File: config.mk
export PLATFORM = sky130hd
export DESIGN_NAME = intra_neighbour_fetch
export DESIGN_NICKNAME = d
export VERILOG_FILES = /design/src/rtl/intra_neighbour_fetch.sv
export SDC_FILE = /design/constraint.sdc
export NUM_CORES = 1
export LEC_CHECK = 0
export BUFFER_PORTS_ARGS = -buffer_cell sky130_fd_sc_hd__buf_2
export CORE_AREA = 5 5 81 98
export CTS_BUF_LIST = sky130_fd_sc_hd__clkbuf_16
export DETAILED_ROUTE_END_ITERATION = 16
export DIE_AREA = 0 0 86 103
export MAX_ROUTING_LAYER = met4
export PLACE_DENSITY = 0.92
export SETUP_SLACK_MARGIN = 0.02
export SKIP_LAST_GASP = 1
export SYNTH_ARGS = -nofsm -noshare
export SYNTH_HDL_FRONTEND = slang
export SYNTH_SLANG_ARGS = --single-unit
File: constraint.sdc
create_clock -name clk -period 5.9 [get_ports clk]
set_clock_uncertainty 0.2 [all_clocks]
set_input_delay 0 -clock clk [delete_from_list [all_inputs] [get_ports clk]]
set_output_delay 0 -clock clk [all_outputs]
set_load 0.03 [all_outputs]
File: src/rtl/intra_neighbour_fetch.sv
// -----------------------------------------------------------------------------
// intra_neighbour_fetch
//
// Reader side of the reconstructed-frame store used by the intra encoder loop.
// For each requested 4x4 (luma) or 8x8 (chroma) block it fetches the intra
// prediction neighbours of one plane and streams them one sample per
// handshake:
//   index 0          top-left      (row-1, col-1)
//   index 1..N       top row       (row-1, col+k-1)
//   index N+1..2N    left column   (row+k-N-1, col-1)
//   index 2N+1..3N   top-right     (row-1, col+N+k-1)   [INTRA_NB_TOPRIGHT_EN]
// Samples outside the frame are not read; they are presented as 128
// (top-right falls back to the last top sample when the top row exists).
//
// Optional feature macro: INTRA_NB_TOPRIGHT_EN (undefined by default, in which
// case no top-right logic is built and a block is 2N+1 samples).
//
// Parameters
//   WIDTH   frame width in samples, also the memory row stride
//   LENGTH  frame height in samples
//   AW      memory address width
//
// Ports
//   clk, reset         clock, asynchronous active-high reset
//   req_valid/ready    block request handshake (ready only while idle)
//   req_row/col/size   block top-left position, size 0=4x4 1=8x8
//   mem_rd_en/addr     frame memory read strobe and address (row*WIDTH+col)
//   mem_rd_data        synchronous read data, valid the cycle after the strobe
//   nb_valid/ready     neighbour sample handshake
//   nb_data/index      sample value and its index within the block
//   nb_avail           1 = sample read from memory, 0 = substituted
//   nb_last            final sample of the block
//   err                one-cycle pulse after a rejected request
// -----------------------------------------------------------------------------
module intra_neighbour_fetch #(
   parameter int WIDTH  = 32,
   parameter int LENGTH = 32,
   parameter int AW     = $clog2(WIDTH*LENGTH)
) (
   input  logic          clk,
   input  logic          reset,
   input  logic          req_valid,
   output logic          req_ready,
   input  logic [15:0]   req_row,
   input  logic [15:0]   req_col,
   input  logic          req_size,
   output logic          mem_rd_en,
   output logic [AW-1:0] mem_addr,
   input  logic [7:0]    mem_rd_data,
   output logic          nb_valid,
   input  logic          nb_ready,
   output logic [7:0]    nb_data,
   output logic [4:0]    nb_index,
   output logic          nb_avail,
   output logic          nb_last,
   output logic          err
);

   localparam int          AX      = AW + 1;
   localparam logic [AW:0] W_X     = AX'(WIDTH);
   localparam logic [AW:0] FRAME_X = AX'(WIDTH * LENGTH);
   localparam logic [AW:0] ONE_X   = AX'(1);
   localparam logic [16:0] W17     = 17'(WIDTH);
   localparam logic [16:0] L17     = 17'(LENGTH);
   localparam logic [7:0]  FILL    = 8'd128;

   typedef enum logic [1:0] {
      S_IDLE    = 2'd0,
      S_NEXT    = 2'd1,
      S_WAIT    = 2'd2,
      S_PRESENT = 2'd3
   } state_t;

   state_t      state_q, state_d;
   logic [AW:0] row_q, row_d;
   logic [AW:0] col_q, col_d;
   logic        n8_q, n8_d;
   logic [4:0]  idx_q, idx_d;
   logic [7:0]  data_q, data_d;
   logic [4:0]  index_q, index_d;
   logic        avail_q, avail_d;
   logic        last_q, last_d;
   logic        err_q, err_d;
`ifdef INTRA_NB_TOPRIGHT_EN
   logic [7:0]  top_q, top_d;
   logic        tr_edge;
`endif

   // Sample decode for the current index
   logic [4:0]  n5, n2, last_idx;
   logic [AW:0] n_x, idx_x;
   logic        row_nz, col_nz;
   logic        s_avail;
   logic [AW:0] s_row, s_col, addr_x;
   logic [7:0]  s_fill;
   logic        s_rd;

   // A request is refused when misaligned to its block size or when the block
   // would extend past the bottom or right frame edge.
   function automatic logic req_bad_f(input logic [15:0] r,
                                      input logic [15:0] c,
                                      input logic        sz);
      logic [2:0]  mask;
      logic [16:0] n17;
      mask = sz ? 3'b111 : 3'b011;
      n17  = sz ? 17'd8 : 17'd4;
      return (|(r[2:0] & mask)) | (|(c[2:0] & mask)) |
             (({1'b0, r} + n17) > L17) | (({1'b0, c} + n17) > W17);
   endfunction

   assign n5       = n8_q ? 5'd8 : 5'd4;
   assign n2       = {n5[3:0], 1'b0};
`ifdef INTRA_NB_TOPRIGHT_EN
   assign last_idx = n2 + n5;
   // Top-right lies beyond the right frame edge.
   assign tr_edge  = (col_q + n_x) >= W_X;
`else
   assign last_idx = n2;
`endif
   assign n_x      = n8_q ? AX'(8) : AX'(4);
   assign idx_x    = AX'(idx_q);
   assign row_nz   = |row_q;
   assign col_nz   = |col_q;

   always_comb begin
      s_avail = 1'b0;
      s_row   = row_q - ONE_X;
      s_col   = col_q - ONE_X;
      s_fill  = FILL;
      if (idx_q == 5'd0) begin
         s_avail = row_nz & col_nz;
      end else if (idx_q <= n5) begin
         s_avail = row_nz;
         s_col   = col_q + idx_x - ONE_X;
      end else if (idx_q <= n2) begin
         s_avail = col_nz;
         s_row   = row_q + idx_x - n_x - ONE_X;
      end
`ifdef INTRA_NB_TOPRIGHT_EN
      else begin
         s_avail = row_nz & ~tr_edge;
         s_col   = col_q + idx_x - n_x - ONE_X;
         // Top-right replicates the last top sample when the top row exists.
         s_fill  = row_nz ? top_q : FILL;
      end
`endif
   end

   // Address formed one bit wider than the memory so a stray value can never
   // alias back into the frame; the strobe is also withheld outside it.
   assign addr_x    = s_row * W_X + s_col;
   assign s_rd      = (state_q == S_NEXT) & s_avail & (addr_x < FRAME_X);
   assign mem_rd_en = s_rd;
   assign mem_addr  = s_rd ? addr_x[AW-1:0] : '0;

   always_comb begin
      state_d = state_q;
      row_d   = row_q;
      col_d   = col_q;
      n8_d    = n8_q;
      idx_d   = idx_q;
      data_d  = data_q;
      index_d = index_q;
      avail_d = avail_q;
      last_d  = last_q;
      err_d   = 1'b0;
`ifdef INTRA_NB_TOPRIGHT_EN
      top_d   = top_q;
`endif
      case (state_q)
         S_IDLE: begin
            if (req_valid) begin
               if (req_bad_f(req_row, req_col, req_size)) begin
                  err_d = 1'b1;
               end else begin
                  row_d   = AX'(req_row);
                  col_d   = AX'(req_col);
                  n8_d    = req_size;
                  idx_d   = 5'd0;
                  state_d = S_NEXT;
               end
            end
         end
         S_NEXT: begin
            index_d = idx_q;
            avail_d = s_avail;
            last_d  = (idx_q == last_idx);
            if (s_avail) begin
               state_d = S_WAIT;
            end else begin
               data_d  = s_fill;
               state_d = S_PRESENT;
            end
         end
         S_WAIT: begin
            data_d  = mem_rd_data;
`ifdef INTRA_NB_TOPRIGHT_EN
            if (idx_q == n5) top_d = mem_rd_data;
`endif
            state_d = S_PRESENT;
         end
         S_PRESENT: begin
            if (nb_ready) begin
               if (last_q) begin
                  state_d = S_IDLE;
               end else begin
                  idx_d   = idx_q + 5'd1;
                  state_d = S_NEXT;
               end
            end
         end
         default: state_d = S_IDLE;
      endcase
   end

   always_ff @(posedge clk or posedge reset) begin
      if (reset) begin
         state_q <= S_IDLE;
         row_q   <= '0;
         col_q   <= '0;
         n8_q    <= 1'b0;
         idx_q   <= '0;
         data_q  <= '0;
         index_q <= '0;
         avail_q <= 1'b0;
         last_q  <= 1'b0;
         err_q   <= 1'b0;
`ifdef INTRA_NB_TOPRIGHT_EN
         top_q   <= '0;
`endif
      end else begin
         state_q <= state_d;
         row_q   <= row_d;
         col_q   <= col_d;
         n8_q    <= n8_d;
         idx_q   <= idx_d;
         data_q  <= data_d;
         index_q <= index_d;
         avail_q <= avail_d;
         last_q  <= last_d;
         err_q   <= err_d;
`ifdef INTRA_NB_TOPRIGHT_EN
         top_q   <= top_d;
`endif
      end
   end

   assign req_ready = (state_q == S_IDLE);
   assign nb_valid  = (state_q == S_PRESENT);
   assign nb_data   = data_q;
   assign nb_index  = index_q;
   assign nb_avail  = avail_q;
   assign nb_last   = last_q;
   assign err       = err_q;

endmodule

Word-level counts from Yosys, hierarchy flattened
Cells that the tools add are included.
{"block": "totals", "input_bits": 45, "wordCells": 85, "out_inout_bits": 29, "ff_bits": 46}
{"block": "classes", "n_bitwise": 9, "n_eq_ne": 9, "muxes": 29, "reduce_logical": 12, "magnitude_cmp": 5, "add_sub_neg": 11}
{"cell": "adder 16 x 4 -> 17 bit", "n": 2}
{"cell": "> comparator 17 x 6 -> 1 bit (second input constant)", "n": 2}
{"cell": "2-to-1 mux 11 bit", "n": 2}
{"cell": "OR reduction 11 bit", "n": 2}
{"cell": "subtractor 11 x 1 -> 11 bit (second input constant)", "n": 2}
{"cell": "2-to-1 mux 5 bit", "n": 4}
{"cell": "2-to-1 mux 6 bit", "n": 3}
{"cell": "case mux 8 bit (2 select lines)", "n": 1}
{"cell": "2-to-1 mux 4 bit", "n": 3}
{"cell": "subtractor 6 x 1 -> 6 bit (second input constant)", "n": 2}
{"cell": "adder 11 bit", "n": 1}
{"cell": "adder 11 x 5 -> 11 bit", "n": 1}
{"cell": "less-than comparator 11 bit (second input constant)", "n": 1}
{"cell": "2-to-1 mux 10 bit", "n": 1}
{"cell": "case mux 5 bit (2 select lines)", "n": 1}
{"cell": "2-to-1 mux 1 bit", "n": 8}
{"cell": "2-to-1 mux 8 bit", "n": 1}
{"cell": "inequality test 2 bit (second input constant)", "n": 4}
{"cell": "case mux 2 bit (4 select lines)", "n": 1}
{"cell": "adder 6 x 5 -> 6 bit", "n": 1}
{"cell": "bitwise AND 3 bit", "n": 2}
{"cell": "2-to-1 mux 2 bit", "n": 3}
{"cell": "AND reduction 3 bit", "n": 2}
{"cell": "OR reduction 3 bit", "n": 2}
{"cell": "other kinds (17)", "n": 23}

Logic depth before layout (Yosys ltp)
Gate-level depths: netlist of the first run.
{"block": "logic_depth", "ltp_word": 10, "depth_mapped": 21, "ltp_nobuf": 20}

Worst setup path before layout of the first run
OpenSTA, ideal clock, no wires.
{"block": "synth_timing", "path_kind": "flip-flop to output port", "start": "reg idx_q[2]", "end": "out mem_addr[3]", "path_stages_with_launch": 22, "path_buffers": 2, "slack_ns": 0.549, "arrival_time_ns": 5.151, "cell_sequence": "dfrtp_1 -> clkbuf_1 -> inv_1 -> ha_1 -> inv_1 -> ha_1 -> a21o_1 -> a21oi_1 -> o21bai_1 -> a21oi_1 -> xnor2_1 -> a21oi_1 -> ha_1 -> a21o_1 -> a21oi_1 -> o21bai_1 -> a21oi_1 -> xnor2_1 -> xnor2_1 -> xnor2_1 -> clkbuf_1 -> a2111oi_0"}
{"block": "synth_via", "elab_chain_len": 10}
{"element": "start: declaration", "line_no": "78", "rtl": "logic [4:0] idx_q, idx_d;"}
{"element": "start signal: assignment", "line_no": "236", "rtl": "idx_q <= idx_d;"}
{"element": "adder 6 x 5 -> 6 bit", "line_no": "137", "rtl": "s_row = row_q + idx_x - n_x - ONE_X;"}
{"element": "subtractor 6 x 4 -> 6 bit", "line_no": "137"}
{"element": "subtractor 6 x 1 -> 6 bit", "line_no": "137"}
{"element": "2-to-1 mux 6 bit", "line_no": "135", "rtl": "end else if (idx_q <= n2) begin"}
{"element": "2-to-1 mux 6 bit", "line_no": "132", "rtl": "end else if (idx_q <= n5) begin"}
{"element": "2-to-1 mux 6 bit", "line_no": "130", "rtl": "if (idx_q == 5'd0) begin"}
{"element": "adder 11 bit", "line_no": "151", "rtl": "assign addr_x = s_row * W_X + s_col;"}
{"element": "less-than comparator 11 bit", "line_no": "152", "rtl": "assign s_rd = (state_q == S_NEXT) & s_avail & (addr_x < FRAME_X);"}
{"element": "bitwise AND 1 bit", "line_no": "152"}
{"element": "2-to-1 mux 10 bit (*)", "line_no": "154", "rtl": "assign mem_addr = s_rd ? addr_x[AW-1:0] : '0;"}
{"element": "end: declaration", "line_no": "48", "rtl": "output logic [AW-1:0] mem_addr,"}
Every way passes the cells marked *; elsewhere a longest branch is shown, timed or not.

Final worst setup path of the first run
{"block": "layout_timing", "start": "reg idx_q[2]", "end": "out mem_addr[0]"}
The elaborated chain is that of the path after synthesis.

==> reports/summary.md, run 1 <==
Global routing used 23.54% of the available tracks across all layers. The tools report the type of element launching the critical path as a flop. Walking the worst path, the cells encountered are inv_1 -> ha_1 -> inv_1 -> ha_1 -> a21o_1 -> a21oi_1 -> o21bai_1 -> a21oi_1 -> xnor2_1 -> a21oi_1 -> ha_1 -> a21o_1 -> a21oi_1 -> o21bai_1 -> a21oi_1 -> xnor2_1 -> xnor2_1 -> xnor2_1 -> a2111oi_0 -> buf_2. For the post-CTS setup buffer count, the log shows 0. The area taken by multi-input logic gates was 2630 µm². For the final hold violation count, the log shows 2. Most frequent cell after synthesis: sky130_fd_sc_hd__inv_1.

The endpoint kind of the worst setup timing path was a primary output. Master of the slowest instance on the critical path: sky130_fd_sc_hd__xnor2_1. The layout overhead on the synthesized area is 19.30%. After synthesis, the cell types taking the most area are sky130_fd_sc_hd__dfrtp_1, sky130_fd_sc_hd__ha_1, sky130_fd_sc_hd__xnor2_1. The commonest cells after synthesis are sky130_fd_sc_hd__inv_1, sky130_fd_sc_hd__ha_1, sky130_fd_sc_hd__dfrtp_1, sky130_fd_sc_hd__nor2_1, sky130_fd_sc_hd__xnor2_1. The average wire length per cell after detail routing came out at 15.90 µm. The number of nets produced by synthesis is 547.

Synthesis produced a netlist whose cell count is 447. The antenna cell count was 0; the remaining number of nets flagged by the antenna check after routing was 0. The post-layout utilization of the core is 68.98%, and the number of inserted filler cells in the final layout is 511. Entering global routing, the biggest net connects 47 pins. After detailed routing, the number of remaining DRC violations is 0. TritonCTS built the clock tree.

The number of global-route vias before repair is 3604. The path class of the lowest-slack min-delay path is in -> reg. The most critical setup path has its startpoint at idx_q[2].

The share of the Yosys chip area taken by registers is 28.36%. Across the run, the number of max-cap violations was 0. Number of levels the H-tree was split into: 2. The count of unique library cells instantiated by Yosys is 58, and the critical path buffer and inverter count is 3. The tools report the final-layout worst hold slack as -0.02465 ns. The worst register-to-register path begins at idx_q[3].

The Yosys step of the flow raised 0 warnings. Adding up every negative setup slack in the final design gives 0 ns. The tools report the final setup violation count as 0. From left edge to right edge, the die measures 86 µm.

By startpoint and endpoint, the worst setup path is classified as reg -> out. The total overflow reported by the global router came out at 0. Summed over all cells, the static leakage comes to 2.341 nW. In this run, the number of DRC markers left after iteration 0 of detailed routing was 144. The tools report the buffer depth of the longest clock path as 2. The run gives 7019 µm² as the floorplan core area. The prevailing post-synth register cell is sky130_fd_sc_hd__dfrtp_1. The count of input and output buffers was 73; the async set or reset register ratio after synthesis was 100.0%.

The share of the clock period used by the worst path after layout is 87.00%, and the ratio of cells with drive above 1 in the final layout is 18.92%. Once the floorplan was initialized, standard cells occupied 57.83% of the core. The largest single stage delay on the critical path is 0.74 ns. The run gives 34 as the number of rows created at floorplan.

Start point of the worst hold path: nb_ready. The first TritonRoute pass finished after 4 iterations. At the worst endpoint, the arrival time is 4.93 ns. The net count of the finished layout is 638. Data on the critical path is required at its endpoint by 5.70 ns.

The first global-routing pass estimated 16320 µm of wire. For the relative slew slack, the log shows 39.49%. The cell repeated most along the worst path was sky130_fd_sc_hd__a21oi_1.

In this run, synthesis produced a sequential element count of 46. Highest clock rate: 0.1948 GHz. VDD sags by at most 0.1601 mV. The flow ran to the end, but the final reports show violations. Counting flops with a built-in enable in the synthesized netlist gives 0. The smallest clock period supported by the final layout is computed as 5.133 ns. In this run the vertical extent of the chip is 103 µm. The wire-length estimate of the detail-placed layout is 7538 µm. The congestion estimate from routability-driven global placement came to 0.9428.

Dividing the detail-routed via count by the number of cells gives 5.717. Clock tree synthesis selected as its root buffer the cell sky130_fd_sc_hd__clkbuf_16. At the pin with the least slew margin, the transition time is 0.9011 ns. The later-pin clock latency in the skew report is 0.29 ns, and the clock-pin slew on the worst setup and hold paths is 0.07 ns. The max-slew violation count was 0.

Setup repair after global routing left no endpoint under its margin. The average instance area after synthesis was 9.080 µm²; the critical-path maximum fanout was 12. For this design the ratio of total power to cell area is 237.8 nW/µm². The logs give 74 for the I/O pin count and 5 for the number of clock buffers inserted by TritonCTS. The sequential cells in the finished layout cover a total of 1151 µm². The run gives 46 as the sink count of the clock tree.

sky130_fd_sc_hd__dfrtp_1 takes more of the synthesized area than any other cell. The detailed router placed 3596 vias in this run. For the area of the die, the log shows 8858 µm². In this run the cell area of the synthesized design comes to 4059 µm². The initial antenna violation count came out at 0.

The cell family contributing the most delay on the critical path is compound AO/OA/AOI/OAI gates. The checks that failed: negative hold slack. Summed over all layers, the routed wires come to 9999 µm.

After synthesis, the largest area contributor takes up 28.36% of total cell area.
sequential cells by signal (all words and copies together) (netlist names):
signal,flops
nb_index,5
n8_q,1
nb_avail,1
err,1
nb_data,8
idx_q,5
row_q,11
col_q,11
nb_last,1
state_q,2
worst reg2reg max path: stages, from the launching register on:
cell and delay, ns:
sky130_fd_sc_hd__dfrtp_1 0.46, sky130_fd_sc_hd__inv_1 0.16, sky130_fd_sc_hd__ha_1 0.36, sky130_fd_sc_hd__o21bai_1 0.18, sky130_fd_sc_hd__a21o_1 0.17, sky130_fd_sc_hd__nand3b_1 0.34
sky130_fd_sc_hd__a21boi_0 0.27, sky130_fd_sc_hd__o21ai_0 0.36, sky130_fd_sc_hd__nand2_1 0.37, sky130_fd_sc_hd__and2_1 0.39, sky130_fd_sc_hd__a22o_1 0.22
report_power, final:
| group | switching [mW] | internal [mW] |
|---|---|---|
| Combinational | 0.294 | 0.178 |
| Clock | 0.123 | 0.157 |
| Sequential | 0.0350 | 0.364 |
| Total | 0.452 | 0.699 |
cell usage in the layout (no fill, tap or decap), types with 4 or more instances in the layout:
cell type and count:
sky130_fd_sc_hd__buf_2 73, sky130_fd_sc_hd__inv_1 56, sky130_fd_sc_hd__ha_1 48, sky130_fd_sc_hd__dfrtp_1 46
sky130_fd_sc_hd__nor2_1 33, sky130_fd_sc_hd__xnor2_1 28, sky130_fd_sc_hd__a21oi_1 24, sky130_fd_sc_hd__nand2_1 20
sky130_fd_sc_hd__dlygate4sd3_1 20, sky130_fd_sc_hd__nor3_1 15, sky130_fd_sc_hd__nand3_1 14, sky130_fd_sc_hd__o21ai_0 13
sky130_fd_sc_hd__xor2_1 9, sky130_fd_sc_hd__a21o_1 8, sky130_fd_sc_hd__mux2_2 8, sky130_fd_sc_hd__o21bai_1 7
sky130_fd_sc_hd__a22o_1 7, sky130_fd_sc_hd__mux2i_1 7, sky130_fd_sc_hd__fa_1 7, sky130_fd_sc_hd__nor2b_1 6
sky130_fd_sc_hd__mux2_1 6, sky130_fd_sc_hd__nor3b_1 5, sky130_fd_sc_hd__nand3b_1 5, sky130_fd_sc_hd__clkbuf_16 5
sky130_fd_sc_hd__or3_1 4, sky130_fd_sc_hd__a2111oi_0 4
cells by family after synthesis:
group | after synthesis | synth area share [%]
flip-flops | 46 | 28.36
adder cells (fa/ha/maj) | 55 | 18.25
buffers and inverters | 69 | 6.843
AO/OA/AOI/OAI | 91 | 15.69
multiplexers | 22 | 5.980
AND/OR/NAND/NOR | 127 | 16.89
XOR/XNOR | 37 | 7.984
per-stage QoR:
step / hold slack, ns / std cells / cell area, µm² / setup WS (ns) / total power, mW
6_report: -0.02465 / 629 / 4842 / 0.7671 / 1.151
5_1_grt: 0.01714 / 629 / 4842 / 0.3640 / 1.216
4_1_cts: 0.002437 / 629 / 4842 / 0.7858 / 1.150
3_5_place_dp: -0.03036 / 601 / 4496 / 1.121 / 0.8588
3_3_place_gp: -0.04071 / 601 / 4496 / 1.292 / 0.8405
2_1_floorplan: -0.08316 / 447 / 4059 / 0.5491 / 0.7267
layer usage:
metal / vias up / global-route usage [%] / routed length, µm
li1: 1749 / - / -
met1: 1709 / 26.90 / 4067
met2: 106 / 41.60 / 5129
met3: 32 / 2.398 / 445
met4: 0 / 10.48 / 357
met5: - / - / 0
area by class of cell:
cell class	instances	area share [%]
Clock inverter	3	0.4393
Timing Repair Buffer	96	12.14
Sequential cell	46	23.77
Tap cell	90	2.326
Clock buffer	5	2.584
Inverter	57	4.419
Multi-Input combinational cell	332	54.32
repair_timing:
item | CTS | global route
endpoints found under the hold margin | 65 | 0
gates resized for setup | 0 | 0
hold buffers | 20 | 0
worst paths after layout:
| kind | end | slack, ns | depth (start not counted) |
|---|---|---|---|
| hold / removal | state_q[0] | -0.02 | 4 |
| setup / recovery | mem_addr[0] | 0.77 | 20 |
| setup reg to reg | nb_data[5] | 2.30 | 10 |
| hold reg to reg | nb_avail | 0.29 | 1 |
| min in group asynchronous | nb_index[0] | 0.20 | 4 |
| max in group asynchronous | col_q[9] | 4.89 | 4 |
No activity file was read; power rests on OpenSTA's default activity.
==> inputs of run 2 (changes only) <==
==> constraint.sdc (replaced) <==
create_clock -name clk -period 5.9 [get_ports clk]
set_clock_uncertainty 0.2 [all_clocks]
set_input_delay 0.295 -clock clk [delete_from_list [all_inputs] [get_ports clk]]
set_output_delay 0.295 -clock clk [all_outputs]
set_load 0.03 [all_outputs]
==> reports/summary.md, run 2 (same netlist as run 1, synthesis figures left out) <==
The run finished with clean final reports. Clock tree synthesis inserted a total of 5 buffers. Clock-pin slew was measured on the worst setup and hold paths at 0.07 ns.

Summed over all nets, wire length on met2 after detailed routing comes to 5105 µm. The run gives 3861 µm as the met1 routed wirelength after detailed routing. The logs give 2 for the number of levels the H-tree was split into and 5.41 ns for the required time reported for the critical path endpoint.

TritonCTS built the clock tree. The number of cells upsized or downsized after cts is 0, and the layout overhead on the synthesized area is 14.55%. The setup path with the least slack is of type reg -> out. The first global-routing pass estimated 15770 µm of wire.

The completed layout was analyzed and its total power is 1.143 mW. The number of buffers and inverters on the critical path is 3. The non-filler instance count after layout was 610; the peak supply drop was 0.1614 mV. For the number of nets in the final layout, the log shows 619. In the routed layout, each cell is associated on average with a via count of 5.784. The HPWL after detailed placement is 7804 µm, and the area of the die is 8858 µm². In this run the cell area measured after placement is 4496 µm². At the pin with the least slew margin, the transition time is 0.8844 ns. The I/O pin count was 74. Chip height: 103 µm. The final setup violation count is 0. The average wire length per cell after detail routing is 16.07 µm.

The tightest min-delay check is of the in -> reg type. The count of input and output buffers was 73; the number of rows created at floorplan was 34. The logs give 0.1836 GHz for the highest clock rate and 3536 for the number of global-route vias before repair. The ratio of cells with drive above 1 in the final layout was 19.62%; the maximum number of pins on one net before global-route repair was 47. Along the worst path, the maximum fanout reaches 11. The run gives 6 as the first-pass iteration count of the detailed router. The critical path goes through inv_1 -> ha_1 -> inv_1 -> ha_1 -> fa_1 -> a21oi_1 -> o21bai_1 -> a21oi_1 -> o21bai_1 -> xnor2_1 -> nand2_1 -> o21ai_0 -> ha_1 -> a21oi_1 -> o21bai_1 -> a21oi_1 -> xnor2_1 -> xnor2_1 -> xnor2_1 -> a2111oi_0 -> buf_2. For the final hold violation count, the log shows 0. The kind of cell with the highest combined delay along the critical path is compound AO/OA/AOI/OAI gates. The run gives 529 µm as the sum of met3 wire segment lengths after detailed routing.

The library cell used most frequently in the layout, excluding fill and tap cells, is sky130_fd_sc_hd__buf_2. Dividing total power by cell area gives a power density of 245.9 nW/µm². The logs give 0 for the initial antenna violation count and 4649 µm² for the post-route standard cell area excluding fillers. The vias after detailed routing came out at 3528.

The relative slew slack was 40.62%; the total negative slack for setup checks was 0 ns. The later-pin clock latency in the skew report is 0.28 ns, and the peak per-stage delay on the critical path is 0.73 ns. The clock drives 46 sinks. The max-capacitance violation count was 0.

After detailed routing, the number of remaining DRC violations is 0. The tools report the post-CTS setup buffer count as 0. Setup repair after global routing left no endpoint under its margin.

For this design, the slowest cell found on the critical path is sky130_fd_sc_hd__xnor2_1. The final layout contains routed wiring with a total length of 9805 µm. After global routing the overflow that remains totals 0. The highest layer touched by signal routing is met4. In this run the static leakage power is 2.266 nW. The initial utilization of the core area, before any placement, comes to 57.83%. The type of element launching the critical path is a flop.

The repair_antennas step left the layout with diodes totalling 0. The die boundary width came out at 86 µm. The total routing usage reported by global routing is 22.80%. The run gives 601 as the number of cells in the design after placement.

The filler cells instantiated in the layout total 552. Final RePlAce weighted congestion: 0.9429. Counting along the longest clock path gives a buffer depth of 2. The floorplan core area was 7019 µm². On the final layout, the worst hold slack is 0.02089 ns.

The number of DRC markers after the initial detailed-route iteration was 196; the max-slew violation count was 0. In this run the remaining antenna-violating nets after routing total 0. In the layout the commonest cells are sky130_fd_sc_hd__buf_2, sky130_fd_sc_hd__inv_1, sky130_fd_sc_hd__ha_1, sky130_fd_sc_hd__dfrtp_1, sky130_fd_sc_hd__nor2_1.

The clock period could shrink to 5.446 ns. The critical path data arrival time is 4.95 ns. The endpoint kind of the worst setup timing path was a primary output. The share of the clock period used by the worst path after layout was 92.31%. The root buffer cell chosen for the clock tree is sky130_fd_sc_hd__clkbuf_16. The hold-fix buffer count after cts came out at 1.
[run 2: cell count changes in the layout (fill, tap and decap cells not counted), sizes merged]
cell and change:
inv +1, clkinvlp -1, dlygate4sd3 -19
[run 2: path summary, 6_finish.rpt]
kind                                start           to  slack (ns)  cells after the start
max                              idx_q[1]  mem_addr[3]        0.45                     21
min                        mem_rd_data[1]   nb_data[1]        0.02                      2
max reg2reg                      idx_q[3]   nb_data[7]        2.40                     10
min reg2reg                      nb_avail     nb_avail        0.28                      1
max in group asynchronous           reset    col_q[10]        4.64                      4
min in group asynchronous           reset     idx_q[1]        0.48                      4
[run 2: report_power, final]
part           switching [mW]  internal (mW)
logic                   0.297          0.170
registers              0.0337          0.364
clock network           0.121          0.157
total                   0.452          0.692
[run 2: layout make-up]
| cell class | count | area (µm²) | area share [%] |
|---|---|---|---|
| multi-input combinational | 332 | 2630 | 56.57 |
| clock buffer | 5 | 125.1 | 2.691 |
| clock inverter | 3 | 18.77 | 0.4037 |
| tap | 90 | 112.6 | 2.422 |
| inverter | 57 | 214.0 | 4.602 |
| sequential | 46 | 1151 | 24.76 |
| timing repair buffer | 77 | 397.9 | 8.558 |
[run 2: per-layer routing]
metal  up-vias  track usage, %
met5         -               -
met4         0           9.988
met3        33           2.798
met2       125           40.71
met1      1660           25.50
li1       1710               -
[run 2: metrics by stage]
step                util (%)  worst slack (ns)
floorplan                  -            0.2541
global placement       64.05            0.9618
detailed placement     64.05            0.7561
CTS                    66.24            0.4095
global route           66.24           0.03926
finish                 66.24            0.4536
